[src/rtl/irq_ctrl.sv]
// Memory-mapped interrupt controller: latches rising edges on sources 1..7 and
// dispatches them one at a time, lowest number first, holding further dispatches until EOI.
module irq_ctrl #(
  parameter logic [15:0] BASE         = 16'h0030,
  parameter logic [7:0]  DEFAULT_MASK = 8'h00
) (
  input  logic        clock,
  input  logic        reset_n,
  input  logic [7:0]  irq_src,
  input  logic [15:0] address,
  input  logic        we,
  input  logic [7:0]  data_o,
  output logic [7:0]  rd_data,
  output logic        rd_hit,
  output logic        intr,
  output logic [2:0]  vect,
  output logic        busy
);

  typedef enum logic {
    IDLE = 1'b0,
    BUSY = 1'b1
  } state_t;

  state_t      state_r;
  state_t      state_next_s;
  logic [7:0]  mask_r;
  logic [7:0]  pending_r;
  logic [7:0]  prev_src_r;
  logic        intr_r;
  logic [2:0]  vect_r;

  logic        hit_mask_s;
  logic        hit_pend_s;
  logic        hit_eoi_s;
  logic        wr_mask_s;
  logic        wr_pend_s;
  logic        wr_eoi_s;
  logic [7:0]  rise_s;
  logic [7:0]  set_s;
  logic [7:0]  clr_s;
  logic        dispatch_s;
  logic [2:0]  dispatch_idx_s;
  logic [7:0]  dispatch_vec_s;

  // Index of the lowest set bit among 1..7; bit 0 never takes part.
  function automatic logic [2:0] lowest_set(input logic [7:0] v);
    logic [2:0] idx;
    idx = 3'd0;
    for (int i = 7; i >= 1; i--) begin
      if (v[i]) begin
        idx = 3'(i);
      end
    end
    return idx;
  endfunction

  assign hit_mask_s = (address == BASE);
  assign hit_pend_s = (address == (BASE + 16'd1));
  assign hit_eoi_s  = (address == (BASE + 16'd2));
  assign wr_mask_s  = we & hit_mask_s;
  assign wr_pend_s  = we & hit_pend_s;
  assign wr_eoi_s   = we & hit_eoi_s;

  assign rise_s = irq_src & ~prev_src_r;
  assign set_s  = rise_s & mask_r & 8'hFE;
  assign clr_s  = (wr_pend_s ? data_o : 8'h00) | dispatch_vec_s;

  assign busy = (state_r == BUSY);
  assign intr = intr_r;
  assign vect = vect_r;

  // State register.
  always_ff @(posedge clock or negedge reset_n) begin
    if (!reset_n) begin
      state_r <= IDLE;
    end else begin
      state_r <= state_next_s;
    end
  end

  // Next-state decode: dispatch leaves IDLE, only an EOI write leaves BUSY.
  always_comb begin
    state_next_s = state_r;
    case (state_r)
      IDLE: begin
        if (dispatch_s) begin
          state_next_s = BUSY;
        end else begin
          state_next_s = IDLE;
        end
      end
      BUSY: begin
        if (wr_eoi_s) begin
          state_next_s = IDLE;
        end else begin
          state_next_s = BUSY;
        end
      end
      default: state_next_s = IDLE;
    endcase
  end

  // FSM outputs: which pending bit, if any, is dispatched this cycle.
  always_comb begin
    dispatch_s     = 1'b0;
    dispatch_idx_s = lowest_set(pending_r);
    dispatch_vec_s = 8'h00;
    case (state_r)
      IDLE: begin
        if (pending_r != 8'h00) begin
          dispatch_s     = 1'b1;
          dispatch_vec_s = 8'h01 << dispatch_idx_s;
        end else begin
          dispatch_s     = 1'b0;
        end
      end
      BUSY: begin
        dispatch_s = 1'b0;
      end
      default: begin
        dispatch_s = 1'b0;
      end
    endcase
  end

  // Edge history, mask, pending (set wins over clear) and dispatch outputs.
  always_ff @(posedge clock or negedge reset_n) begin
    if (!reset_n) begin
      prev_src_r <= 8'h00;
      mask_r     <= DEFAULT_MASK & 8'hFE;
      pending_r  <= 8'h00;
      intr_r     <= 1'b0;
      vect_r     <= 3'd0;
    end else begin
      prev_src_r <= irq_src;
      pending_r  <= (set_s | (pending_r & ~clr_s)) & 8'hFE;
      if (wr_mask_s) begin
        mask_r <= data_o & 8'hFE;
      end
      if (dispatch_s) begin
        vect_r <= dispatch_idx_s;
        intr_r <= ~intr_r;
      end
    end
  end

  // Register read mux.
  always_comb begin
    rd_data = 8'h00;
    rd_hit  = 1'b0;
    if (hit_mask_s) begin
      rd_data = mask_r;
      rd_hit  = 1'b1;
    end else if (hit_pend_s) begin
      rd_data = pending_r;
      rd_hit  = 1'b1;
    end else if (hit_eoi_s) begin
      rd_data = {busy, 4'b0000, vect_r};
      rd_hit  = 1'b1;
    end else begin
      rd_data = 8'h00;
      rd_hit  = 1'b0;
    end
  end

endmodule

[config.mk]
export PLATFORM = sky130hd
export DESIGN_NAME = irq_ctrl
export DESIGN_NICKNAME = d
export VERILOG_FILES = /design/src/rtl/irq_ctrl.sv
export SDC_FILE = /design/constraint.sdc
export NUM_CORES = 1
export LEC_CHECK = 0
export ABC_AREA = 1
export CAP_MARGIN = 20
export CORE_MARGIN = 10
export CORE_UTILIZATION = 41
export CTS_CLUSTER_SIZE = 24
export DETAILED_ROUTE_END_ITERATION = 10
export PLACE_DENSITY = 0.76
export SLEW_MARGIN = 15
export SYNTH_ARGS = -nofsm -noshare
export SYNTH_HDL_FRONTEND = slang
export SYNTH_SLANG_ARGS = --single-unit
[constraint.sdc]
create_clock -name clock -period 1.2 [get_ports clock]
set_clock_uncertainty 0.1 [all_clocks]
set_input_delay 0.18 -clock clock [delete_from_list [all_inputs] [get_ports clock]]
set_output_delay 0.18 -clock clock [all_outputs]
set_load 0.02 [all_outputs]
# == Word level (Yosys, flattened, before mapping) ==
# Cells that the tools add are included.
# word_totals
ramBits,0
latch_bits,0
romBits,0
wordCells,44
memories,0
reg_bits,27
# op_classes
muxes,21
mul,0
magnitude_cmp,0
n_div,0
bitwise,12
reduce_logical,1
eq_ne,3
shifts,1
n_addsub,0
# ops
operator,n
$eq A16 B6 Y1 const B,3
$mux W8,6
$and A8 B8 Y8,3
$mux W3,7
$not A8 Y8,2
$or A8 B8 Y8,2
$reduce_bool A8 Y1,1
$shl A1 B3 Y8 const A,1
$mux W1,6
$pmux W1 S2,2
$and A1 B1 Y1,3
$not A1 Y1,2

# == Depth between registers and ports, before layout ==
# Gate-level depths: netlist of the first run.
# depth
word_depth,14
ltp_mapped,10

# == Worst setup path after synthesis of the first run ==
# Ideal clock, no wire load.
# synth_timing
kind,in2out
from,input address[11]
to,output rd_data[0]
path_stages,5
path_buffers,0
setup_slack_ns,-0.417
required_time_ns,0.920
arrival_ns,1.337
path_cell_list,nor2_1 > nand3_2 > nor2_8 > inv_4 > nor4_1
# synth_between
elab_chain_cells,4
word_cells_on_any_way,6
classes_between,3 x eq/ne; 3 x mux
# synth_lines
item,line,text
from (decl),10,"input logic [15:0] address,"
$eq A16 B6 Y1,60,assign hit_eoi_s = (address == (BASE + 16'd2));
$mux W8,158,end else if (hit_eoi_s) begin
$mux W8,155,end else if (hit_pend_s) begin
$mux W8 (*),152,if (hit_mask_s) begin
to (decl),13,"output logic [7:0] rd_data,"
# Mark *: on every way between the ends. The rest lies on a longest branch, timed or not.

# == Final worst setup path of the first run ==
# layout_timing
from,register state_r (netlist: busy)
to,output rd_data[7]
# layout_between
elab_chain_cells,3
# layout_lines
item,line,text
from (decl),25,state_t state_r;
from (signal assigned),78,state_r <= state_next_s;
$mux W8,158,
$mux W8,155,
$mux W8,152,
# Every way passes these cells.

==> results.ini, run 1 <==
[logic_synthesis]
yosysUniqueCellTypes = 24
synth_cells = 192
ys_seq_area_frac = 0.4381
synth_fp_nets = 227
ys_ff_latch = 26
synth-edff-count = 0
syn_area_per_cell_sq_um = 7.735
ys_warn_count = 0
synth_area_sq_um = 1485
async_flop_share = 1.000
ys.flop_type = dfrtp_1

[timing]
layout_setup_ws_ns = -0.4291
min_period_ns = 1.629
finalSetupViolCount = 29
final_max_slew_viol_count = 0
tightest_slew_ns = 0.3192
fin_crit_sh = 1.358
hold_viol = 0
whs_ns = 0.1036
relSlewSlack = 0.7862
grt_setup_unrepaired = yes
fmax_ghz = 0.6138

[setup_path]
cp.arrival_ns = 1.35
required_ns = 0.92
timing.rr.start = pending_r[3]
cp_max_fo = 2
r2r_slack_ns = -0.36
startpoint_type = register
timing.critical_path.to = rd_data[7]
reg2reg_depth = 9
crit_type = reg -> out
setup.worst_path.end_class = output port
r2r-end = pending_r[4]
startpoint = busy

[place]
place.port_buffers = 46
dp_slack_ns = -1.287
dp.cells = 318
place_congestion = 0.8594
placed_area_sq_um = 2386
dp.final_hpwl_mm = 3.578

[outcome]
violations = negative setup slack
status = finished, violations left

[final_layout]
final_cells = 350
syn_to_final_growth_pct = 105.5
layout-drive-gt1-share = 0.6678
final_util = 0.8934
antennaDiodeCount = 0
final_common_cell = buf_4
layout.nets = 340
finalInstanceArea_sq_um = 3052
final_cell_mix = buf_4, buf_6, nand2_2

[global_routing]
grt_usage = 0.1714
antenna_found_initial = 0
grt_remaining_overflow = 0
grt_pass1_vias = 1877
grt_max_degree = 27
grt_pass1_wl_mm = 8.873

[clock_network]
clk_latency_ns = 0.33
cts_sinks = 26
root_buffer = clkbuf_4
clk_pin_slew_ns = 0.13
cts_buffers = 3
cts_tree = built
ctsHtreeMaxLevel = 1
cts_buffer_depth = 2

[power_and_ir_drop]
ir_worst_vdd_v = 0.0008646
powerDensity_nw_per_um2 = 672.6
leakagePower_uw = 0.001469

[detailed_routing]
num_vias = 1982
vias_per_cell = 5.663
wl_per_cell_microns = 20.55
dr.pass1.iters = 4
drc = 0
drt-initial-drc-count = 198
drt_wl_total_mm = 7.194
drt.antenna.violating_nets = 0

[floorplan]
core-area_sq_um = 3416
initial_core_util = 0.4348
rows = 21
pin_count = 49
die_w_microns = 80.19
die_h_microns = 80.19
die_area_sq_um = 6430

[job]
maxCapViolCount = 0

[hold_path]
hold_class = in -> async

## through the flow
stage	TNS, ns	power (uW)
floorplan	-0.9357	1059
global placement	-21.64	1319
detailed placement	-22.06	1323
CTS	-4.587	1955
global route	-8.166	2125
finish	-6.636	2053
## timing repair
action	in CTS	in global routing
pin swaps	35	33
setup endpoints to repair	33	33
resized for setup	200	58
hold buffers	0	0
setup buffers	19	10
## sequential cells by signal (all words and copies together), names as in the netlist
register / count
mask_r: 7
pending_r: 7
prev_src_r: 7
vect: 3
busy: 1
intr: 1
## critical path, cell delays in order (launching register included)
cell and delay, ns:
dfrtp_2 0.40, inv_1 0.07, nor2_2 0.12, nand3_2 0.12, a21oi_4 0.18, buf_6 0.13
## Yosys cell counts, drive strengths merged, types with 2 or more instances
master | instances | share of area
nand2 | 53 | 0.14
nand4 | 8 | 0.034
dfrtp | 26 | 0.44
o21ai | 4 | 0.016
nand3 | 30 | 0.12
nor2 | 21 | 0.077
inv | 28 | 0.072
o211ai | 3 | 0.015
nand3b | 7 | 0.035
buf | 2 | 0.013
a21oi | 6 | 0.020
## logic make-up after synthesis
kind of cell,synth area share
and+or+nand+nor,0.4120
buffers and inverters,0.08761
DFF,0.4381
AOI/OAI and AO/OA,0.05644
xor gates and xnor gates,0.005898
## report_power, final
group | leakage [uW] | internal (uW) | switching [uW]
clock network | 0.0000279 | 338 | 261
logic | 0.00110 | 272 | 253
registers | 0.000343 | 909 | 18.5
total | 0.00147 | 1520 | 533
## metal layers
| metal | GRT usage | wire [microns] | vias up |
|---|---|---|---|
| met5 | 0 | 0 | - |
| met4 | 0.05282 | 312 | 0 |
| met3 | 0.04900 | 614 | 38 |
| met2 | 0.3042 | 3630 | 138 |
| met1 | 0.1927 | 2637 | 955 |
| li1 | - | - | 851 |
## area by class of cell
class,count,area (sq um)
well taps,46,57.56
repair buffers,111,1046
inverters,28,142.6
flip-flops and latches,26,653.1
multi-input cells,135,1100
clock inverters,1,30.03
clock buffers,3,22.52
fillers,144,364.1
## worst min path at each step
stage                        from       endpoint  slack, ns  cells past startpoint
floorplan                 reset_n           busy      -0.22                      0
global placement    prev_src_r[3]   pending_r[3]       0.37                      2
detailed placement  prev_src_r[4]   pending_r[4]       0.39                      2
CTS                       reset_n  prev_src_r[5]        0.1                      2
global route              reset_n   pending_r[1]       0.10                      2
finish                    reset_n      mask_r[6]       0.10                      2
(Power assumes the default switching activity.)
==> run 2, diff against run 1 <==
--- a/config.mk
+++ b/config.mk
@@ -11,8 +11,10 @@
 export CORE_UTILIZATION = 41
 export CTS_CLUSTER_SIZE = 24
 export DETAILED_ROUTE_END_ITERATION = 10
+export GPL_TIMING_DRIVEN = 0
 export PLACE_DENSITY = 0.76
 export SLEW_MARGIN = 15
 export SYNTH_ARGS = -nofsm -noshare
 export SYNTH_HDL_FRONTEND = slang
 export SYNTH_SLANG_ARGS = --single-unit
+export TNS_END_PERCENT = 5
==> run 2 against run 1 <==
Against the previous run:
- highest routed layer unchanged
- flip-flop and latch count unchanged
- utilization fell by 20 points
- sequential share of layout area is 6.3 points higher
- clock power barely moved
- fmax up 3.7%
- final cell count shrank 11%
- the run still ends with negative setup slack left
- largest power group unchanged
- non-clock buffer count decreased by 39
==> results.ini, run 2 (synthesized netlist as in run 1, its figures left out) <==
[outcome]
status = finished, violations left
violations = negative setup slack

[floorplan]
die_w_microns = 80.19  ; unchanged
initial_core_util = 0.4348  ; unchanged
core-area_sq_um = 3416  ; unchanged
rows = 21  ; unchanged
pin_count = 49  ; unchanged
die_h_microns = 80.19  ; unchanged
die_area_sq_um = 6430  ; unchanged

[setup_path]
critPathMaxStageDelay_ns = 0.19  ; -0.21 ns
cp.arrival_ns = 1.29  ; -0.06 ns
required_ns = 0.92  ; about the same
cpMostUsedCell = buf_6
slowest_stage = a21oi_2
setup.worst_path.end_class = output port
crit_type = in -> out
cp_top_family = simple AND/OR/NAND/NOR gates
cp_max_fo = 6  ; +4
crit_chain = buf_6 > inv_4 > nand2_2 > nor2_2 > nand2_2 > nor2_8 > buf_6 > o211ai_1 > a21oi_2 > buf_6
cp_num_buf_inv = 4  ; +2
startpoint_type = input pin

[final_layout]
final.fill_count = 263  ; +83%
layout-drive-gt1-share = 0.4340  ; -0.2338
multi_input_area_sq_um = 848.3  ; -23%
final_common_cell = nand2_1
syn_to_final_growth_pct = 58.80
area.sequential_sq_um = 653.1  ; unchanged
final_util = 0.6905  ; -0.2029
final_cell_mix = nand2_1, buf_4, dfrtp_1
antennaDiodeCount = 0  ; unchanged
final_cells = 311  ; -11%
layout.nets = 301  ; -11%
top_regs = mask_r x7, pending_r x7, prev_src_r x7

[place]
dp.cells = 284  ; -11%
place.port_buffers = 45  ; -2.2%
place_congestion = 0.8655  ; +0.71%
dp.final_hpwl_mm = 3.188  ; -11%

[timing]
min_period_ns = 1.572  ; -0.05745 ns
final_max_slew_viol_count = 0  ; unchanged
hold_viol = 0  ; unchanged
fmax_ghz = 0.6363  ; +3.7%
relSlewSlack = 0.6964  ; -0.08984
finalSetupViolCount = 21  ; -28%
tightest_slew_ns = 0.4540  ; +0.1347 ns
grt_setup_unrepaired = yes
layout_setup_ws_ns = -0.3716  ; +0.05745 ns
fin_crit_sh = 1.310  ; -0.04787

[clock_network]
root_buffer = clkbuf_4
cts_buffers = 3  ; unchanged
ctsHtreeMaxLevel = 1  ; unchanged
cts_buffer_depth = 2  ; unchanged
clk_latency_ns = 0.33  ; about the same
cts_tree = built
cts_sinks = 26  ; unchanged
clk_pin_slew_ns = 0.13  ; about the same

[power_and_ir_drop]
ir_worst_vdd_v = 0.0005366  ; -38%
finalPower_uw = 1871  ; -8.8%
leakagePower_uw = 0.001207  ; -18%
powerDensity_nw_per_um2 = 793.3  ; +18%

[detailed_routing]
vias_per_cell = 5.032  ; -11%
dr.pass1.iters = 4  ; unchanged
drt.antenna.violating_nets = 0  ; unchanged
num_vias = 1565  ; -21%
wl_per_cell_microns = 14.63  ; -29%
drc = 0  ; unchanged
drt_wl_total_mm = 4.549  ; -37%
drt-initial-drc-count = 131  ; -34%

[hold_path]
hold_class = in -> async

[global_routing]
grt_pass1_vias = 1645  ; -12%
antenna_found_initial = 0  ; unchanged
grt_usage = 0.1385  ; -0.03297
grt_remaining_overflow = 0  ; unchanged
grt_pass1_wl_mm = 7.251  ; -18%
grt_max_degree = 18  ; -33%

[job]
maxCapViolCount = 0  ; unchanged

[run 2: cell types whose count changed in the layout (fill, tap and decap cells not counted), sizes merged]
| cell | previous run | this run |
|---|---|---|
| clkbuf | 4 | 6 |
| clkdlybuf4s50 | 16 | 15 |
| dlygate4sd2 | 2 | 1 |
| buf | 89 | 50 |
[run 2: timing repair]
item,4_1_cts,5_1_grt
gates resized for setup,149,30
hold buffers,0,0
endpoints found under the setup margin,32,32
pin swaps,21,18
setup buffers,21,2
[run 2: worst paths after layout]
kind | slack [ns] | endpoint | cells after the start | start
min reg2reg | 0.37 | intr | 1 | intr
min in group clock | 0.20 | prev_src_r[3] | 1 | irq_src[3]
min | 0.05 | vect[2] | 1 | reset_n
max in group asynchronous | 0.49 | pending_r[5] | 2 | reset_n
max | -0.37 | rd_data[7] | 10 | address[8]
max reg2reg | -0.24 | pending_r[4] | 8 | pending_r[2]
[run 2: cell type report]
type,count,area share
timing repair buffer,69,0.2557
multi-input combinational,135,0.3597
buffer,3,0.01114
inverter,28,0.04987
sequential,26,0.2769
clock buffer,3,0.009549
tap,46,0.02440
clock inverter,1,0.01273
[run 2: through the flow]
| stage | hold WS (ns) | setup slack, ns | TNS, ns | instance area, sq um |
|---|---|---|---|---|
| 2_1_floorplan | -0.2156 | -0.1825 | -2.006 | 1505 |
| 3_3_place_gp | 0.3541 | -1.362 | -31.81 | 2013 |
| 3_5_place_dp | 0.3565 | -1.372 | -19.71 | 2028 |
| 4_1_cts | 0.06382 | -0.3795 | -4.425 | 2265 |
| 5_1_grt | 0.08399 | -0.4466 | -6.822 | 2359 |
| 6_report | 0.05163 | -0.3716 | -4.934 | 2359 |
[run 2: metal layers]
layer,global-route usage,routed length (microns)
met5,0,0
met4,0.03697,57
met3,0.04232,286
met2,0.2424,2376
met1,0.1588,1828
[run 2: report_power, final]
part           internal (uW)  leakage (uW)  switching [uW]
combinational            170      0.000836             179
sequential               909      0.000343            14.6
clock                    338     0.0000279             260
==> run 3, diff against run 2 <==
--- a/config.mk
+++ b/config.mk
@@ -7,12 +7,11 @@
 export LEC_CHECK = 0
 export ABC_AREA = 1
 export CAP_MARGIN = 20
-export CORE_MARGIN = 10
-export CORE_UTILIZATION = 41
+export CORE_UTILIZATION = 45
 export CTS_CLUSTER_SIZE = 24
 export DETAILED_ROUTE_END_ITERATION = 10
 export GPL_TIMING_DRIVEN = 0
-export PLACE_DENSITY = 0.76
+export PLACE_DENSITY = 0.79
 export SLEW_MARGIN = 15
 export SYNTH_ARGS = -nofsm -noshare
 export SYNTH_HDL_FRONTEND = slang
==> constraint.sdc (replaced) <==
create_clock -name clock -period 1.95 [get_ports clock]
set_clock_uncertainty 0.1 [all_clocks]
set_input_delay 0.2925 -clock clock [delete_from_list [all_inputs] [get_ports clock]]
set_output_delay 0.2925 -clock clock [all_outputs]
set_load 0.02 [all_outputs]
==> run 3 against run 2 <==
Against the previous run:
- the run now ends clean
- flip-flop and latch count did not move
- critical path type unchanged
- die area fell by 45%
- largest power group unchanged
- cell area fell by 6.6%
- clock power down 54%
==> results.ini, run 3 (synthesized netlist as in run 1, its figures left out) <==
[outcome]
status = finished clean

[setup_path]
cp_max_fo = 5  ; -1
crit_type = in -> out
setup.worst_path.end_class = output port
startpoint_type = input pin
required_ns = 1.56  ; +0.64 ns
cp.arrival_ns = 1.51  ; +0.22 ns

[final_layout]
final_cell_mix = nand2_1, dfrtp_1, nand3_1
final_util = 0.7097  ; +0.01920
layout-drive-gt1-share = 0.2311  ; -0.2029
final_common_cell = nand2_1
antennaDiodeCount = 0  ; unchanged
top_regs = mask_r x7, pending_r x7, prev_src_r x7
layout.nets = 287  ; -4.7%
syn_to_final_growth_pct = 48.27

[floorplan]
core-area_sq_um = 3103  ; -9.2%
die_h_microns = 59.45  ; -26%
rows = 20  ; -4.8%
initial_core_util = 0.4786  ; +0.04383
die_w_microns = 59.45  ; -26%
die_area_sq_um = 3534  ; -45%
pin_count = 49  ; unchanged

[power_and_ir_drop]
p_sw_frac = 0.2579  ; +0.01562
leakagePower_uw = 0.001147  ; -4.9%
powerDensity_nw_per_um2 = 467.6  ; -41%
p_clk_frac = 0.265  ; -0.055
seqPwrFrac = 0.558  ; +0.064
share_comb_of_total_power = 0.177  ; -0.010
finalPower_uw = 1030  ; -45%
intPower_uw = 764.1  ; -46%
switchingPower_uw = 265.6  ; -41%
ir_worst_vdd_v = 0.0004119  ; -23%

[global_routing]
grt_use_met2 = 0.3917  ; +0.1493
grt_max_degree = 27  ; +9
grt_util_met3 = 0.05677  ; +0.01445
gr-max-usage-layer = met2
antenna_found_initial = 0  ; unchanged
grt_pass1_wl_mm = 6.285  ; -13%
grt_pass1_vias = 1416  ; -14%
grt_usage = 0.2396  ; +0.1011
gr-usage-met1 = 0.3091  ; +0.1502
grt_remaining_overflow = 0  ; unchanged

[clock_network]
root_buffer = clkbuf_4
cts_sinks = 26  ; unchanged
clk_latency_ns = 0.33  ; about the same
ctsHtreeMaxLevel = 1  ; unchanged
cts_buffer_depth = 2  ; unchanged
clk_pin_slew_ns = 0.14  ; about the same
cts_tree = built
cts_buffers = 3  ; unchanged

[detailed_routing]
drt_wl_total_mm = 3.847  ; -15%
wl_per_cell_microns = 13.04  ; -11%
drt-initial-drc-count = 95  ; -27%
drt.antenna.violating_nets = 0  ; unchanged
num_vias = 1506  ; -3.8%
dr.pass1.iters = 4  ; unchanged
drc = 0  ; unchanged
vias_per_cell = 5.105  ; +1.4%

[hold_path]
hold_class = in -> reg

[place]
place.port_buffers = 45  ; unchanged
place_congestion = 0.9153  ; +5.8%
dp.final_hpwl_mm = 2.722  ; -15%

[timing]
grt_setup_unrepaired = yes
min_period_ns = 1.906
fmax_ghz = 0.5248
final_max_slew_viol_count = 0  ; unchanged
relSlewSlack = 0.6146  ; -0.08183
setup-tns-final_ns = 0  ; +4.934 ns
hold_viol = 0  ; unchanged
fin_crit_sh = 0.9772
tightest_slew_ns = 0.5781  ; +0.1242 ns
whs_ns = 0.2997  ; +0.2481 ns
finalSetupViolCount = 0  ; -100%

[job]
maxCapViolCount = 0  ; unchanged

-- run 3: cell count changes in the layout (fill, tap and decap cells not counted), moves of 6 or more --
| cell | change |
|---|---|
| buf_6 | -8 |
| dlygate4sd2_1 | +7 |
| buf_2 | -6 |
| nand2_2 | -10 |
| nand2_1 | +9 |
| buf_4 | -16 |
-- run 3: what timing repair did --
item / 4_1_cts / 5_1_grt
hold buffers: 0 / 1
pin swaps: 16 / 5
endpoints found under the hold margin: 0 / 26
setup endpoints to repair: 9 / 9
gates cloned: 2 / 0
setup buffers: 8 / 0
resized for setup: 84 / 16
-- run 3: final timing paths --
kind / end / from / slack, ns / cells past startpoint
hold reg to reg: intr / intr / 0.38 / 1
hold / removal: busy / we / 0.30 / 3
setup / recovery: rd_data[2] / address[10] / 0.04 / 8
setup reg to reg: pending_r[6] / pending_r[5] / 0.38 / 6
min in group asynchronous: prev_src_r[5] / reset_n / 0.37 / 2
max in group asynchronous: mask_r[7] / reset_n / 1.00 / 2
-- run 3: cell type report --
type / instances / area (sq um)
sequential: 26 / 650.6
timing repair buffer: 55 / 541.8
clock buffer: 4 / 36.28
inverter: 28 / 110.1
buffer: 2 / 11.26
tap: 44 / 55.05
fill: 270 / 900.9
multi-input combinational: 136 / 797.0
-- run 3: per-stage QoR --
step / instances / setup WS [ns] / instance area [sq um]
floorplan: 192 / 0.1076 / 1485
global placement: 281 / -0.8199 / 1991
finish: 295 / 0.04442 / 2202
detailed placement: 281 / -0.8357 / 1991
CTS: 295 / 0.003685 / 2168
global route: 295 / -0.03942 / 2202
-- run 3: worst max-delay path, stage by stage --
cell and delay, ns:
dlygate4sd2_1 0.26, nor2_4 0.14, nand3_4 0.12, nor2_8 0.18
buf_4 0.13, nand3_1 0.08, a21oi_2 0.16, buf_6 0.15
-- run 3: per-layer routing --
layer,vias to the layer above,part of all wire,wire [microns]
li1,752,-,-
met3,13,0.049,188
met1,688,0.44,1706
met2,53,0.48,1846
met5,-,0,0
met4,0,0.028,106
-- run 3: power groups by stage --
stage / clock network (uW) / registers, uW / logic (uW)
floorplan: 0 / 597 / 45.2
global placement: 0 / 584 / 170
detailed placement: 0 / 585 / 173
CTS: 277 / 575 / 177
global route: 304 / 576 / 198
finish: 273 / 575 / 182
